<file path="src/rtl/logic_gate_pipe.sv">
// Selectable bitwise logic over N_CH channels, carried through an elastic STAGES-deep pipeline.
// Latency STAGES cycles; in_ready drops only when every slot is full and the tail is stalled.
module logic_gate_pipe #(
    parameter int WIDTH  = 8,
    parameter int N_CH   = 4,
    parameter int STAGES = 2,
    parameter int CNT_W  = 16
) (
    input  logic                    clk,
    input  logic                    rst,
    input  logic                    in_valid,
    output logic                    in_ready,
    input  logic [N_CH*WIDTH-1:0]   in_a,
    input  logic [N_CH*WIDTH-1:0]   in_b,
    input  logic [2:0]              in_op,
    output logic                    out_valid,
    input  logic                    out_ready,
    output logic [N_CH*WIDTH-1:0]   out_r,
    output logic [N_CH-1:0]         out_ones,
    output logic [N_CH-1:0]         out_zero,
    output logic                    out_err,
    input  logic                    clear_cnt,
    output logic [CNT_W-1:0]        txn_cnt
);

    localparam int DW = N_CH * WIDTH;

    typedef struct packed {
        logic [DW-1:0]   res;
        logic [N_CH-1:0] ones;
        logic [N_CH-1:0] zero;
        logic            err;
    } beat_t;

    beat_t             w_new;
    beat_t             w_src [STAGES];
    beat_t             r_dat [STAGES];
    logic [STAGES-1:0] r_vld;
    logic [STAGES-1:0] w_adv;
    logic [STAGES-1:0] w_in;
    logic [CNT_W-1:0]  r_cnt;
    logic              w_out_hs;

    always_comb begin
        w_new = '0;
        case (in_op)
            3'd0:    w_new.res = in_a & in_b;
            3'd1:    w_new.res = in_a | in_b;
            3'd2:    w_new.res = in_a ^ in_b;
            3'd3:    w_new.res = ~(in_a & in_b);
            3'd4:    w_new.res = ~(in_a | in_b);
            3'd5:    w_new.res = ~(in_a ^ in_b);
            3'd6:    w_new.res = in_a;
            default: w_new.err = 1'b1;
        endcase
        for (int k = 0; k < N_CH; k++) begin
            w_new.ones[k] = &w_new.res[k*WIDTH +: WIDTH];
            w_new.zero[k] = ~|w_new.res[k*WIDTH +: WIDTH];
        end
    end

    // A slot moves on if the sink takes the tail or any later slot has a hole to absorb it.
    always_comb begin
        logic v_hole_after;
        v_hole_after = 1'b0;
        w_adv        = '0;
        for (int i = STAGES - 1; i >= 0; i--) begin
            w_adv[i]     = r_vld[i] && (out_ready || v_hole_after);
            v_hole_after = v_hole_after || !r_vld[i];
        end
    end

    assign in_ready = !r_vld[0] || w_adv[0];

    always_comb begin
        w_in = '0;
        for (int i = 0; i < STAGES; i++) begin
            w_src[i] = r_dat[i];
        end
        w_in[0]  = in_valid && in_ready;
        w_src[0] = w_new;
        for (int i = 1; i < STAGES; i++) begin
            w_in[i]  = w_adv[i-1];
            w_src[i] = r_dat[i-1];
        end
    end

    always_ff @(posedge clk or posedge rst) begin
        if (rst) begin
            r_vld <= '0;
            for (int i = 0; i < STAGES; i++) begin
                r_dat[i] <= '0;
            end
        end else begin
            for (int i = 0; i < STAGES; i++) begin
                if (w_in[i]) begin
                    r_vld[i] <= 1'b1;
                    r_dat[i] <= w_src[i];
                end else if (w_adv[i]) begin
                    r_vld[i] <= 1'b0;
                end
            end
        end
    end

    assign out_valid = r_vld[STAGES-1];
    assign out_r     = r_dat[STAGES-1].res;
    assign out_ones  = r_dat[STAGES-1].ones;
    assign out_zero  = r_dat[STAGES-1].zero;
    assign out_err   = r_dat[STAGES-1].err;

    assign w_out_hs = out_valid && out_ready;

    always_ff @(posedge clk or posedge rst) begin
        if (rst) begin
            r_cnt <= '0;
        end else if (clear_cnt) begin
            r_cnt <= '0;
        end else if (w_out_hs && (r_cnt != '1)) begin
            r_cnt <= r_cnt + CNT_W'(1);
        end
    end

    assign txn_cnt = r_cnt;

endmodule

</file>
<file path="config.mk">
export PLATFORM = sky130hd
export DESIGN_NAME = logic_gate_pipe
export DESIGN_NICKNAME = d
export VERILOG_FILES = /design/src/rtl/logic_gate_pipe.sv
export SDC_FILE = /design/constraint.sdc
export NUM_CORES = 1
export LEC_CHECK = 0
export CAP_MARGIN = 40
export CORE_MARGIN = 1.5
export CORE_UTILIZATION = 58
export CTS_CLUSTER_DIAMETER = 200
export DETAILED_ROUTE_END_ITERATION = 6
export PLACE_DENSITY = 0.94
export SYNTH_ARGS = -nofsm -noshare
export SYNTH_HDL_FRONTEND = slang
export SYNTH_SLANG_ARGS = --single-unit
</file>
<file path="constraint.sdc">
create_clock -name clk -period 5.5 [get_ports clk]
set_clock_uncertainty 0.15 [all_clocks]
set_input_delay 0.55 -clock clk [delete_from_list [all_inputs] [get_ports clk]]
set_output_delay 0.55 -clock clk [all_outputs]
set_load 0.005 [all_outputs]
</file>
-- After elaboration in Yosys (flattened, before gate mapping)
Cells that the tools add are included.
- add/subtract/negate cells: 1
- equality and inequality tests: 7
- muxes and demuxes: 8
- bitwise gates (word level): 6
- reductions and logical operators: 25
- operator list (kind ; number):
    $pmux 32 s7 ; 1
    $not 32->32 ; 3
    $and 32x32->32 ; 1
    $mux 16 ; 2
    $or 32x32->32 ; 1
    $reduce_and 8->1 ; 4
    $reduce_or 8->1 ; 4
    $xor 32x32->32 ; 1
    $add 16x1->16 const B ; 1
    $ne 16x16->1 const B ; 1
    $eq 3x3->1 const B ; 3
    $reduce_or 7->1 ; 1
    $eq 3x2->1 const B ; 2
    $logic_not 1->1 ; 6
    $reduce_bool 2->1 ; 3
    $mux 1 ; 5
    $logic_and 1x1->1 ; 4
    $eq 3x1->1 const B ; 1
    $logic_not 3->1 ; 1
    $logic_or 1x1->1 ; 2
- register bits: 100
- bits of input ports: 72
- output and inout port bits: 59
- logic and storage cells: 58

-- Depth between registers and ports, before layout
Gate-level depths: netlist of the first run.
- depth in word-level cells: 6
- depth in mapped cells: 10
- mapped depth without buffers: 8

-- Worst setup path after synthesis of the first run
No wires, ideal clock.
- path kind: in2reg
- from: input in_a[16]
- to: register r_dat[44] (netlist bit)
- data arrival time: 2081 ps
- required time: 5258 ps
- setup slack: 3177 ps
- stages: 8
- path buffers: 0
- path through: inv_1 -> ha_1 -> inv_1 -> mux2_2 -> a222oi_1 -> o21ai_1 -> or4_1 -> o31ai_2
- word-level cells in the longest chain between the ends: 5
- RTL lines (what ; line ; text):
    start: declaration ; 13 ; input logic [N_CH*WIDTH-1:0] in_a,
    $xor 32x32->32, or another cell as far along ; 49, 52 ;
    $not 32->32, on equally long branches ; 52, 50, 51 ;
    $pmux 32 s7 (*) ; 46 ; case (in_op)
    $reduce_or 8->1 (*) ; 58 ; w_new.zero[k] = ~|w_new.res[k*WIDTH +: WIDTH];
    $logic_not 1->1 (*) ; 58 ;
    end signal: indexed assignment ; 98 ; r_dat[i] <= w_src[i];
    end: declaration ; 37 ; beat_t r_dat [STAGES];
Mark *: on every way between the ends. The rest lies on a longest branch, timed or not.
A chain may end at the register's enable or synchronous reset.

-- Worst setup path in the final report of the first run
- from: input in_op[1]
- to: register r_dat[46] (netlist bit)
- word-level cells in the longest chain between the ends: 3
- RTL lines (what ; line ; text):
    start: declaration ; 15 ; input logic [2:0] in_op,
    $eq 3x3->1, or another cell as far along ; 46 ;
    $pmux 32 s7 (*) ; 46 ;
    $reduce_and 8->1 (*) ; 57 ; w_new.ones[k] = &w_new.res[k*WIDTH +: WIDTH];
Marks and branches as above.

==> impl_table.tex, run 1 <==
\begin{tabular}{lr}
\hline
Metric & Value \\
\hline
\multicolumn{2}{l}{\textbf{Status}} \\
Outcome & completed \\
\multicolumn{2}{l}{\textbf{Floorplanning}} \\
Die span in y & 116 µm \\
Row Count & 40 \\
Die width & 116 µm \\
Placeable core region & between 10,000 and 15,000 µm² \\
IO Pins & about 130 \\
Die outline area & roughly 13,000 µm² \\
Starting density of the core & about 60\% \\
\multicolumn{2}{l}{\textbf{Cells and area}} \\
Ant. Diodes & 0 \\
Fin util & 71.2\% \\
Area added between synthesis and finish & 17.8\% \\
Fillers & approximately 890 \\
Fraction of final layout cells with drive strength greater than 1 & between 9 and 10\% \\
Count of nets after finishing & roughly 1,000 \\
Finished Layout Cells & about 1,100 \\
\multicolumn{2}{l}{\textbf{Setup path}} \\
Worst Path Max Fanout & 47 \\
Critical Path Start Type & input port \\
Crit path capture type & flip-flop \\
Biggest cell delay along the critical path & 0.59 ns \\
Critical Path RT & 5.62 ns \\
Data arrival, critical path & 3.10 ns \\
Cell chain of the critical path & buf\_2 > buf\_4 > and3b\_1 > a32o\_1 > a221oi\_1 > or2\_2 > nor4\_1 > a32o\_1 \\
Kind of critical path & in2reg \\
Most frequent cell on the critical path & sky130\_fd\_sc\_hd\_\_a32o\_1 \\
Critical-path top delay cell & sky130\_fd\_sc\_hd\_\_and3b\_1 \\
FF-to-FF path depth & 6 \\
\multicolumn{2}{l}{\textbf{Timing}} \\
Setup tns final & 0 ns \\
Final Slew Violations & 0 \\
Fin crit period & 2.98 ns \\
Worst-margin pin slew & 0.764 ns \\
Unrepaired setup endpoints after global routing & false \\
Final Hold Fails & 0 \\
Upper clock frequency limit & between 300 and 400 MHz \\
Endpoints failing setup & 0 \\
Final worst path period share & between 50\% and 60\% \\
Max-slew headroom & between 40 and 50\% \\
\multicolumn{2}{l}{\textbf{Routing}} \\
Topmost layer with routed signal wires & met4 \\
Wire length on met1 & 7420 µm \\
Remaining antenna violation count & 0 \\
DRC viols & 0 \\
Average detailed-routed wire length per instance & 16.9 µm \\
Detailed Route WL & around 18,000 µm \\
Routed length on met2 & slightly below 9000 µm \\
Starting DRT DRC Count & $\sim$610 \\
Detail-routed via count per cell & 6.04 \\
Met3 wire len & 1620 µm \\
Initial DRT Pass Iterations & 6 \\
Number of vias after detailed routing & 6,467 \\
\multicolumn{2}{l}{\textbf{Synth}} \\
Flip-flop cell with the highest count after synthesis & sky130\_fd\_sc\_hd\_\_dfrtp\_1 \\
Mapped cell area & 7350 µm² \\
Cell taking the most area after synthesis & sky130\_fd\_sc\_hd\_\_dfrtp\_1 \\
Post-Syn Instances & 839 \\
Post-synthesis async set-or-reset flop share & 100\% \\
Area share of the largest cell type after synthesis & 34.1\% \\
Biggest area contributors in the synthesized netlist & sky130\_fd\_sc\_hd\_\_dfrtp\_1 34\%, sky130\_fd\_sc\_hd\_\_ha\_1 11\%, sky130\_fd\_sc\_hd\_\_mux2\_2 7.1\% \\
Sequential-to-total area share from yosys stat & about a third \\
Count of state elements after synthesis & 100 \\
Total number of yosys warnings & 0 \\
Count of distinct cell types in the synthesized netlist & 65 \\
Number of enable-type register cells in the synthesized netlist & 0 \\
Mapped Nets & 976 \\
Mean Syn Cell Area & 8.76 µm² \\
\multicolumn{2}{l}{\textbf{Clock network}} \\
Clock latency reported for the late side of the worst-skew pair & around 0.34 ns \\
CTS buffer count & 9 \\
Post-CTS Repair Setup Buffers & 0 \\
Number of hold buffers added after CTS & 0 \\
Count of clock tree sinks & 100 \\
TritonCTS clock tree & yes \\
CTS clk-pin slew, worst paths & approximately 0.06 ns \\
CTS root buffer & sky130\_fd\_sc\_hd\_\_clkbuf\_16 \\
\# H-tree levels & 3 \\
Bufs on Longest Clock Path & 2 \\
Post-cts gate resize count & 0 \\
\multicolumn{2}{l}{\textbf{Power}} \\
Max VDD drop & 0.148 mV \\
Standby leakage power & 3.97 nW \\
Net switching share of the total power & 28.8\% \\
Comb pwr share & between 20\% and 30\% \\
Areal power density over the cells & around 250 nW/µm² \\
Reported net switching power & 0.628 mW \\
Part of the total power dissipated in sequential elements & 41.9\% \\
Internal power of the cells & 1.55 mW \\
Clock share of power & 29.3\% \\
\multicolumn{2}{l}{\textbf{Placement}} \\
Port-buffer cells & 130 \\
Total half-perimeter wirelength after legalization and detailed placement & 13,300 µm \\
Instance count after placement with tap cells included & 1,054 \\
Routability-driven placement congestion ratio & 0.957 \\
\multicolumn{2}{l}{\textbf{GRT}} \\
Largest net degree at the start of global routing & 68 \\
Final global-route overflow total & 0 \\
Vias in the first global route & 6,129 \\
Antenna violations before repair & 0 \\
First-pass GRT wire length & 29,400 µm \\
Overall routing resource usage & 27.7\% \\
\multicolumn{2}{l}{\textbf{Flow run}} \\
Number of max-cap violations & 0 \\
\multicolumn{2}{l}{\textbf{Worst hold path}} \\
Hold crit path type & reg2reg \\
Worst hold path depth & 2 \\
\hline
\end{tabular}
==> path summary, 6_finish.rpt <==
path,slack (ns),from,endpoint
max in group asynchronous,3.64,rst,out_r[4]
worst min register to register,0.33,r_dat[53],r_dat[53]
worst min-delay path,0.33,r_dat[53],r_dat[53]
worst max-delay path,2.52,in_op[1],r_dat[46]
worst max register to register,3.02,r_vld[1],r_dat[46]
min in group asynchronous,0.47,rst,r_dat[77]
==> flip-flops by register name, indices dropped and copies added (netlist names) <==
| signal | cells |
|---|---|
| txn_cnt | 16 |
| r_vld | 2 |
| out_r | 32 |
| out_err | 1 |
| r_dat | 41 |
| out_zero | 4 |
| out_ones | 4 |
==> through the flow <==
step	worst slack, ns	hold WS, ns	cell area, µm²	total power, mW
global route	2.40	0.354	8650	2.29
global placement	2.37	0.309	8350	1.52
finish	2.52	0.331	8650	2.18
floorplan	2.18	0.292	7350	1.33
detailed placement	2.34	0.321	8350	1.54
CTS	2.70	0.335	8650	2.18
==> power groups by stage <==
stage | sequential (mW) | clock, mW | combinational (mW)
final | 0.912 | 0.638 | 0.629
after global routing | 0.926 | 0.674 | 0.685
after CTS | 0.913 | 0.644 | 0.625
after detailed placement | 0.925 | 0 | 0.618
after global placement | 0.918 | 0 | 0.598
after floorplan | 0.900 | 0 | 0.429
==> placed cells by master, fill, tap and decap left out, types with 15 or more instances in the layout <==
cell,n
sky130_fd_sc_hd__o21ai_0,57
sky130_fd_sc_hd__nand3_1,15
sky130_fd_sc_hd__a21oi_1,50
sky130_fd_sc_hd__ha_1,65
sky130_fd_sc_hd__mux2i_1,19
sky130_fd_sc_hd__nor2_1,52
sky130_fd_sc_hd__a211oi_1,20
sky130_fd_sc_hd__nand2_1,83
sky130_fd_sc_hd__inv_1,78
sky130_fd_sc_hd__mux2_2,46
sky130_fd_sc_hd__dfrtp_1,100
sky130_fd_sc_hd__clkdlybuf4s50_1,127
==> final cells by class <==
cell class / count / area (µm²) / share of cell area, %
clock buffer: 12 / 256 / 2.96
clock inverter: 4 / 47.5 / 0.549
inverter: 80 / 303 / 3.50
multi-input combinational: 569 / 4000 / 46.2
sequential: 100 / 2500 / 28.9
tap: 168 / 210 / 2.43
timing repair buffer: 137 / 1340 / 15.5
==> cell usage after synthesis, types with 3 or more instances <==
library cell and number:
sky130_fd_sc_hd__dfrtp_1 100, sky130_fd_sc_hd__nand2_1 83, sky130_fd_sc_hd__inv_1 79, sky130_fd_sc_hd__ha_1 65
sky130_fd_sc_hd__o21ai_0 57, sky130_fd_sc_hd__nor2_1 52, sky130_fd_sc_hd__a21oi_1 50, sky130_fd_sc_hd__buf_4 47
sky130_fd_sc_hd__mux2_2 46, sky130_fd_sc_hd__buf_2 22, sky130_fd_sc_hd__a211oi_1 20, sky130_fd_sc_hd__mux2i_1 19
sky130_fd_sc_hd__nand3_1 15, sky130_fd_sc_hd__clkbuf_1 14, sky130_fd_sc_hd__nor3_1 14, sky130_fd_sc_hd__nand2b_1 13
sky130_fd_sc_hd__nor2b_1 13, sky130_fd_sc_hd__a32o_1 8, sky130_fd_sc_hd__nand4_1 8, sky130_fd_sc_hd__a22oi_1 7
sky130_fd_sc_hd__o22ai_1 7, sky130_fd_sc_hd__o32ai_1 7, sky130_fd_sc_hd__buf_1 6, sky130_fd_sc_hd__xnor2_1 6
sky130_fd_sc_hd__xor2_1 6, sky130_fd_sc_hd__a31oi_1 5, sky130_fd_sc_hd__nor4_1 5, sky130_fd_sc_hd__and2_1 4
sky130_fd_sc_hd__o211ai_1 4, sky130_fd_sc_hd__o31ai_1 4, sky130_fd_sc_hd__a2111oi_0 3, sky130_fd_sc_hd__a32oi_1 3
sky130_fd_sc_hd__and4_1 3, sky130_fd_sc_hd__or2_2 3, sky130_fd_sc_hd__or3_1 3
==> routing by layer <==
metal / GRT usage [%] / vias up
li1: - / 2999
met3: 4.50 / 35
met5: 0 / -
met2: 46.9 / 344
met4: 9.71 / 0
met1: 36.3 / 3089
==> kinds of logic after synthesis <==
family / count (synthesis) / share of synthesized area, %
flip-flops: 100 / 34.1
AND/OR/NAND/NOR: 227 / 14.5
adder cells (fa/ha/maj): 65 / 11.1
AO/OA/AOI/OAI: 199 / 17.6
buffers and inverters: 170 / 11.6
XOR/XNOR: 12 / 1.43
multiplexers: 66 / 9.79
==> critical path, delay by kind of cell <==
family / cells / cell delay, ns
simple gates: 3 / 1.17
buf+inv: 2 / 0.85
compound gates: 3 / 0.48
Note: power is estimated with default switching activity, not from simulation.
==> inputs of run 2 (changes only) <==
- CORE_UTILIZATION: 58 -> 49
- PLACE_DENSITY: 0.94 -> 0.85
- clock period: 5.5 -> 2.6 ns (I/O delays scaled with it)
==> run 2 against run 1 <==
  * Die area increased by 18%
  * Worst setup slack got worse by 2.3 ns
  * Combinational power increased by 120%
  * Global-route usage down 4.7 points
  * Largest cell class unchanged
==> impl_table.tex, run 2 (synthesis gave the netlist of run 1 again) <==
\begin{tabular}{lr}
\hline
Metric & Value \\
\hline
\multicolumn{2}{l}{\textbf{Floorplanning}} \\
Die span in y & 125 µm (+8.6\%) \\
IO Pins & 131 (unchanged) \\
Starting density of the core & 50.4\% (-10 points) \\
Die width & 125 µm (+8.6\%) \\
Row Count & 44 (+10\%) \\
Placeable core region & 14,600 µm² (+20\%) \\
Die outline area & 15,700 µm² (+18\%) \\
\multicolumn{2}{l}{\textbf{Timing}} \\
Upper clock frequency limit & 425 MHz \\
Unrepaired setup endpoints after global routing & false \\
Endpoints failing setup & 0 (unchanged) \\
Setup tns final & 0 ns (unchanged) \\
Hold slack & 0.259 ns (-0.0727 ns) \\
Fin crit period & 2.35 ns \\
Final worst path period share & 90.4\% \\
Final Slew Violations & 0 (unchanged) \\
Worst-margin pin slew & 0.616 ns (-0.147 ns) \\
Final Hold Fails & 0 (unchanged) \\
Max-slew headroom & 58.8\% (+9.8 points) \\
\multicolumn{2}{l}{\textbf{Routing}} \\
Number of vias after detailed routing & 6,355 (-1.7\%) \\
DRC viols & 0 (unchanged) \\
Remaining antenna violation count & 0 (unchanged) \\
Initial DRT Pass Iterations & 6 (unchanged) \\
Detailed Route WL & 17,900 µm (-0.86\%) \\
Detail-routed via count per cell & 5.63 (-6.8\%) \\
Starting DRT DRC Count & 603 (-1.3\%) \\
Average detailed-routed wire length per instance & 15.9 µm (-6.0\%) \\
\multicolumn{2}{l}{\textbf{GRT}} \\
Antenna violations before repair & 0 (unchanged) \\
Final global-route overflow total & 0 (unchanged) \\
First-pass GRT wire length & 29,700 µm (+1.2\%) \\
Overall routing resource usage & 23.1\% (-4.7 points) \\
Vias in the first global route & 5,920 (-3.4\%) \\
Largest net degree at the start of global routing & 101 (+49\%) \\
\multicolumn{2}{l}{\textbf{Cells and area}} \\
Count of nets after finishing & 1,076 (+4.1\%) \\
Max FFs per register & 41 (unchanged) \\
Finished Layout Cells & 1,128 (+5.4\%) \\
Fin util & 62.1\% (-9.0 points) \\
Footprint of the flip-flops and latches & 2500 µm² (unchanged) \\
Most common cell after layout, fill and taps aside & sky130\_fd\_sc\_hd\_\_clkdlybuf4s50\_1 \\
Fillers & 1,235 (+40\%) \\
Fraction of final layout cells with drive strength greater than 1 & 13.2\% (+4.2 points) \\
Area added between synthesis and finish & 23.4\% \\
Multi-input gate area & 4000 µm² (unchanged) \\
Register with the most flip-flops & r\_dat \\
Ant. Diodes & 0 (unchanged) \\
Most frequent cells in the layout & 127 x sky130\_fd\_sc\_hd\_\_clkdlybuf4s50\_1, 100 x sky130\_fd\_sc\_hd\_\_dfrtp\_1, 83 x sky130\_fd\_sc\_hd\_\_nand2\_1 \\
\multicolumn{2}{l}{\textbf{Power}} \\
Internal power of the cells & 3.32 mW (+110\%) \\
Clock share of power & 29.4\% (about the same) \\
Areal power density over the cells & 520 nW/µm² (+110\%) \\
Max VDD drop & 0.409 mV (+180\%) \\
Final Power & 4.71 mW (+120\%) \\
Standby leakage power & 4.20 nW (+5.7\%) \\
Part of the total power dissipated in sequential elements & 40.8\% (-1.1 points) \\
Comb pwr share & 29.8\% (+0.9 points) \\
Net switching share of the total power & 29.5\% (+0.61 points) \\
Reported net switching power & 1.39 mW (+120\%) \\
\multicolumn{2}{l}{\textbf{Worst hold path}} \\
Hold crit path type & in2async \\
\multicolumn{2}{l}{\textbf{Setup path}} \\
Buf/Inv on CP & 3 (+1) \\
Most frequent cell on the critical path & sky130\_fd\_sc\_hd\_\_inv\_1 \\
Cell chain of the critical path & clkdlybuf4s50\_1 > inv\_1 > ha\_1 > inv\_1 > mux2\_2 > a222oi\_1 > o21ai\_1 > or4\_1 > o31ai\_2 \\
Critical Path RT & 2.70 ns (-2.92 ns) \\
Biggest cell delay along the critical path & 0.48 ns (-0.11 ns) \\
Crit path capture type & flip-flop \\
Data arrival, critical path & 2.45 ns (-0.65 ns) \\
Kind of critical path & in2reg \\
Critical-path top delay cell & sky130\_fd\_sc\_hd\_\_clkdlybuf4s50\_1 \\
Top delay family on crit path & compound AO/OA/AOI/OAI gates \\
Critical Path Start Type & input port \\
Worst Path Max Fanout & 2 (-96\%) \\
\multicolumn{2}{l}{\textbf{Clock network}} \\
\# H-tree levels & 3 (unchanged) \\
Bufs on Longest Clock Path & 2 (unchanged) \\
CTS root buffer & sky130\_fd\_sc\_hd\_\_clkbuf\_16 \\
Clock latency reported for the late side of the worst-skew pair & 0.34 ns (about the same) \\
Post-cts gate resize count & 0 (unchanged) \\
Count of clock tree sinks & 100 (unchanged) \\
Post-CTS Repair Setup Buffers & 0 (unchanged) \\
CTS buffer count & 9 (unchanged) \\
TritonCTS clock tree & yes \\
CTS clk-pin slew, worst paths & 0.08 ns (+0.02 ns) \\
Number of hold buffers added after CTS & 0 (unchanged) \\
\multicolumn{2}{l}{\textbf{Placement}} \\
Instance count after placement with tap cells included & 1,112 (+5.5\%) \\
Port-buffer cells & 130 (unchanged) \\
Routability-driven placement congestion ratio & 0.888 (-7.3\%) \\
Total half-perimeter wirelength after legalization and detailed placement & 13,800 µm (+3.5\%) \\
\multicolumn{2}{l}{\textbf{Flow run}} \\
Number of max-cap violations & 0 (unchanged) \\
\multicolumn{2}{l}{\textbf{Status}} \\
Outcome & completed \\
\hline
\end{tabular}
-- run 2: power groups by stage --
stage               registers (mW)  clock network, mW  logic [mW]
floorplan                     1.90                  0       0.908
global placement              1.94                  0        1.36
detailed placement            1.95                  0        1.40
CTS                           1.93               1.41        1.40
global route                  1.95               1.47        1.54
finish                        1.92               1.39        1.40
-- run 2: metal layers --
metal  GRT usage (%)  vias to the layer above  routed length (µm)
met1            32.9                     2955                8100
met3            4.24                       17                1510
li1                -                     3090                   -
met5               0                        -                   0
met2            36.0                      293                8060
met4            6.35                        0                 274
-- run 2: worst paths after layout --
check                            from    endpoint  slack [ns]  cells after the start
max                          in_b[16]   r_dat[44]        0.25                      9
max reg2reg                txn_cnt[0]  txn_cnt[7]        0.47                      8
min reg2reg                 r_dat[65]   r_dat[65]        0.33                      2
min in group clk            r_dat[65]   r_dat[65]        0.33                      2
min                               rst  txn_cnt[2]        0.26                      3
max in group asynchronous         rst   r_dat[67]        1.65                      3
-- run 2: through the flow --
| step | instance area, µm² | setup slack (ns) |
|---|---|---|
| 6_report | 9070 | 0.249 |
| 5_1_grt | 9070 | 0.161 |
| 4_1_cts | 9070 | 0.292 |
| 3_5_place_dp | 8750 | -0.0738 |
| 3_3_place_gp | 8750 | -0.0150 |
| 2_1_floorplan | 7350 | 0.522 |
-- run 2: area by class of cell --
type | count | area share, %
Inverter | 80 | 3.35
Clock buffer | 9 | 2.48
Clock inverter | 7 | 1.02
Tap cell | 184 | 2.54
Multi-Input combinational cell | 569 | 44.1
Sequential cell | 100 | 27.6
Timing Repair Buffer | 179 | 18.9
-- run 2: worst min-delay path, cell delays in order --
cell                              delay [ns]
sky130_fd_sc_hd__clkdlybuf4s50_1        0.44
sky130_fd_sc_hd__clkinvlp_4             0.10
sky130_fd_sc_hd__buf_12                 0.40
==> inputs of run 3 (changes only) <==
==> constraint.sdc (replaced) <==
create_clock -name clk -period 2.6 [get_ports clk]
set_clock_uncertainty 0.15 [all_clocks]
set_input_delay 0.52 -clock clk [delete_from_list [all_inputs] [get_ports clk]]
set_output_delay 0.52 -clock clk [all_outputs]
set_load 0.005 [all_outputs]
==> run 3 against run 2 <==
  * Total power is 0.36% higher
  * Critical path depth down 1
  * Sequential power about the same
  * First-iteration DRC count down 18%
  * Non-clock buffer count rose by 47
  * Sequential share of layout area is 1.1 points lower
  * Utilization up 2.7 points
  * Worst setup slack lost 0.17 ns
  * Routed wire length grew 2.1%
==> impl_table.tex, run 3 (synthesis gave the netlist of run 1 again) <==
\begin{tabular}{lr}
\hline
Metric & Value \\
\hline
\multicolumn{2}{l}{\textbf{Status}} \\
Outcome & completed \\
\multicolumn{2}{l}{\textbf{Routing}} \\
DRC viols & 0 (unchanged) \\
Starting DRT DRC Count & 493 (-18\%) \\
Average detailed-routed wire length per instance & 15.6 µm (-2.0\%) \\
Detailed Route WL & 18,300 µm (+2.1\%) \\
Number of vias after detailed routing & 6,617 (+4.1\%) \\
Initial DRT Pass Iterations & 7 (+1) \\
Remaining antenna violation count & 0 (unchanged) \\
Detail-routed via count per cell & 5.63 (about the same) \\
\multicolumn{2}{l}{\textbf{Setup path}} \\
Data arrival, critical path & 2.63 ns (+0.18 ns) \\
Critical Path Start Type & input port \\
Critical Path RT & 2.70 ns (about the same) \\
Kind of critical path & in2reg \\
Worst Path Max Fanout & 3 (+1) \\
Crit path capture type & flip-flop \\
\multicolumn{2}{l}{\textbf{Cells and area}} \\
Area added between synthesis and finish & 28.7\% \\
Most common cell after layout, fill and taps aside & sky130\_fd\_sc\_hd\_\_clkdlybuf4s50\_1 \\
Fraction of final layout cells with drive strength greater than 1 & 17.9\% (+4.6 points) \\
Count of nets after finishing & 1,123 (+4.4\%) \\
Ant. Diodes & 0 (unchanged) \\
Register with the most flip-flops & r\_dat \\
Cell area after layout & 9460 µm² (+4.3\%) \\
Most frequent cells in the layout & 125 x sky130\_fd\_sc\_hd\_\_clkdlybuf4s50\_1, 100 x sky130\_fd\_sc\_hd\_\_dfrtp\_1, 89 x sky130\_fd\_sc\_hd\_\_buf\_4 \\
Fillers & 1,146 (-7.2\%) \\
Fin util & 64.8\% (+2.7 points) \\
Max FFs per register & 41 (unchanged) \\
\multicolumn{2}{l}{\textbf{Timing}} \\
Final Slew Violations & 0 (unchanged) \\
Upper clock frequency limit & 396 MHz (-6.8\%) \\
Fin crit period & 2.52 ns (+0.173 ns) \\
Max-slew headroom & 56.3\% (-2.5 points) \\
Unrepaired setup endpoints after global routing & false \\
Final worst path period share & 97.0\% (+6.6 points) \\
Final Hold Fails & 0 (unchanged) \\
Final critical-path setup slack & 0.0768 ns (-0.173 ns) \\
Worst-margin pin slew & 0.653 ns (+0.0370 ns) \\
Setup tns final & 0 ns (unchanged) \\
Endpoints failing setup & 0 (unchanged) \\
\multicolumn{2}{l}{\textbf{Placement}} \\
Routability-driven placement congestion ratio & 0.901 (+1.5\%) \\
Post-place setup slack & -0.352 ns (-0.278 ns) \\
Port-buffer cells & 130 (unchanged) \\
Total half-perimeter wirelength after legalization and detailed placement & 14,100 µm (+2.4\%) \\
Post-Place Cell Area & 9120 µm² (+4.2\%) \\
\multicolumn{2}{l}{\textbf{Clock network}} \\
CTS root buffer & sky130\_fd\_sc\_hd\_\_clkbuf\_16 \\
Clock latency reported for the late side of the worst-skew pair & 0.35 ns (about the same) \\
CTS clk-pin slew, worst paths & 0.07 ns (about the same) \\
TritonCTS clock tree & yes \\
CTS buffer count & 9 (unchanged) \\
\# H-tree levels & 3 (unchanged) \\
Bufs on Longest Clock Path & 2 (unchanged) \\
Count of clock tree sinks & 100 (unchanged) \\
\multicolumn{2}{l}{\textbf{GRT}} \\
Vias in the first global route & 6,330 (+6.9\%) \\
Final global-route overflow total & 0 (unchanged) \\
First-pass GRT wire length & 30,300 µm (+1.9\%) \\
Largest net degree at the start of global routing & 59 (-42\%) \\
Antenna violations before repair & 0 (unchanged) \\
Overall routing resource usage & 23.4\% (+0.33 points) \\
\multicolumn{2}{l}{\textbf{Floorplanning}} \\
Die span in y & 125 µm (unchanged) \\
Die width & 125 µm (unchanged) \\
Die outline area & 15,700 µm² (unchanged) \\
Starting density of the core & 50.4\% (unchanged) \\
Placeable core region & 14,600 µm² (unchanged) \\
Row Count & 44 (unchanged) \\
IO Pins & 131 (unchanged) \\
\multicolumn{2}{l}{\textbf{Power}} \\
Standby leakage power & 4.45 nW (+6.0\%) \\
Areal power density over the cells & 500 nW/µm² (-3.8\%) \\
Max VDD drop & 0.343 mV (-16\%) \\
\multicolumn{2}{l}{\textbf{Worst hold path}} \\
Hold crit path type & reg2reg \\
\multicolumn{2}{l}{\textbf{Flow run}} \\
Number of max-cap violations & 0 (unchanged) \\
\hline
\end{tabular}
[run 3: worst paths after layout]
kind	start	to	slack (ns)	depth (start not counted)
min in group asynchronous	rst	txn_cnt[6]	0.47	2
worst max register to register	txn_cnt[0]	txn_cnt[5]	0.24	7
worst min-delay path	r_dat[65]	r_dat[65]	0.33	2
worst max-delay path	in_a[30]	r_dat[49]	0.08	8
max in group asynchronous	rst	out_r[27]	1.24	3
worst min register to register	r_dat[65]	r_dat[65]	0.33	2
[run 3: through the flow]
step	cells	total power [mW]	hold slack (ns)
floorplan	839	2.81	0.292
global placement	1158	3.38	0.309
detailed placement	1158	3.43	0.317
CTS	1174	4.73	0.333
global route	1175	4.97	0.352
finish	1175	4.73	0.326
[run 3: cell type report]
cell class	instances	area, µm²	share of cell area (%)
clock inverter	7	66.3	0.701
timing repair buffer	226	2100	22.2
tap	184	230	2.43
sequential	100	2500	26.5
multi-input combinational	569	4030	42.6
inverter	80	304	3.22
clock buffer	9	225	2.38
[run 3: power by group]
part	internal [mW]	leakage (nW)	switching [mW]	total [mW]
combinational	0.831	3.02	0.669	1.50
clock	0.677	0.145	0.636	1.31
sequential	1.79	1.29	0.128	1.92
[run 3: metal layers]
| metal | wire length (µm) | vias to the layer above | GRT usage [%] | share of wire, % |
|---|---|---|---|---|
| li1 | - | 3182 | - | - |
| met1 | 8230 | 3140 | 32.1 | 45 |
| met2 | 8440 | 257 | 37.7 | 46 |
| met3 | 1280 | 38 | 4.15 | 7.0 |
| met4 | 364 | 0 | 7.55 | 2.0 |
| met5 | 0 | - | 0 | 0 |
[run 3: critical path, stage by stage]
cell and delay (ns):
sky130_fd_sc_hd__clkdlybuf4s50_1 0.48, sky130_fd_sc_hd__inv_1 0.05, sky130_fd_sc_hd__ha_1 0.30, sky130_fd_sc_hd__and3_1 0.19, sky130_fd_sc_hd__a2111oi_2 0.37, sky130_fd_sc_hd__nor3_2 0.11
sky130_fd_sc_hd__or3_1 0.38, sky130_fd_sc_hd__o31ai_1 0.24
[run 3: timing repair]
item	in CTS	in global routing
gates resized for setup	0	9
endpoints found under the hold margin	0	0
hold buffers	0	0
setup endpoints to repair	0	3
setup buffers	0	1
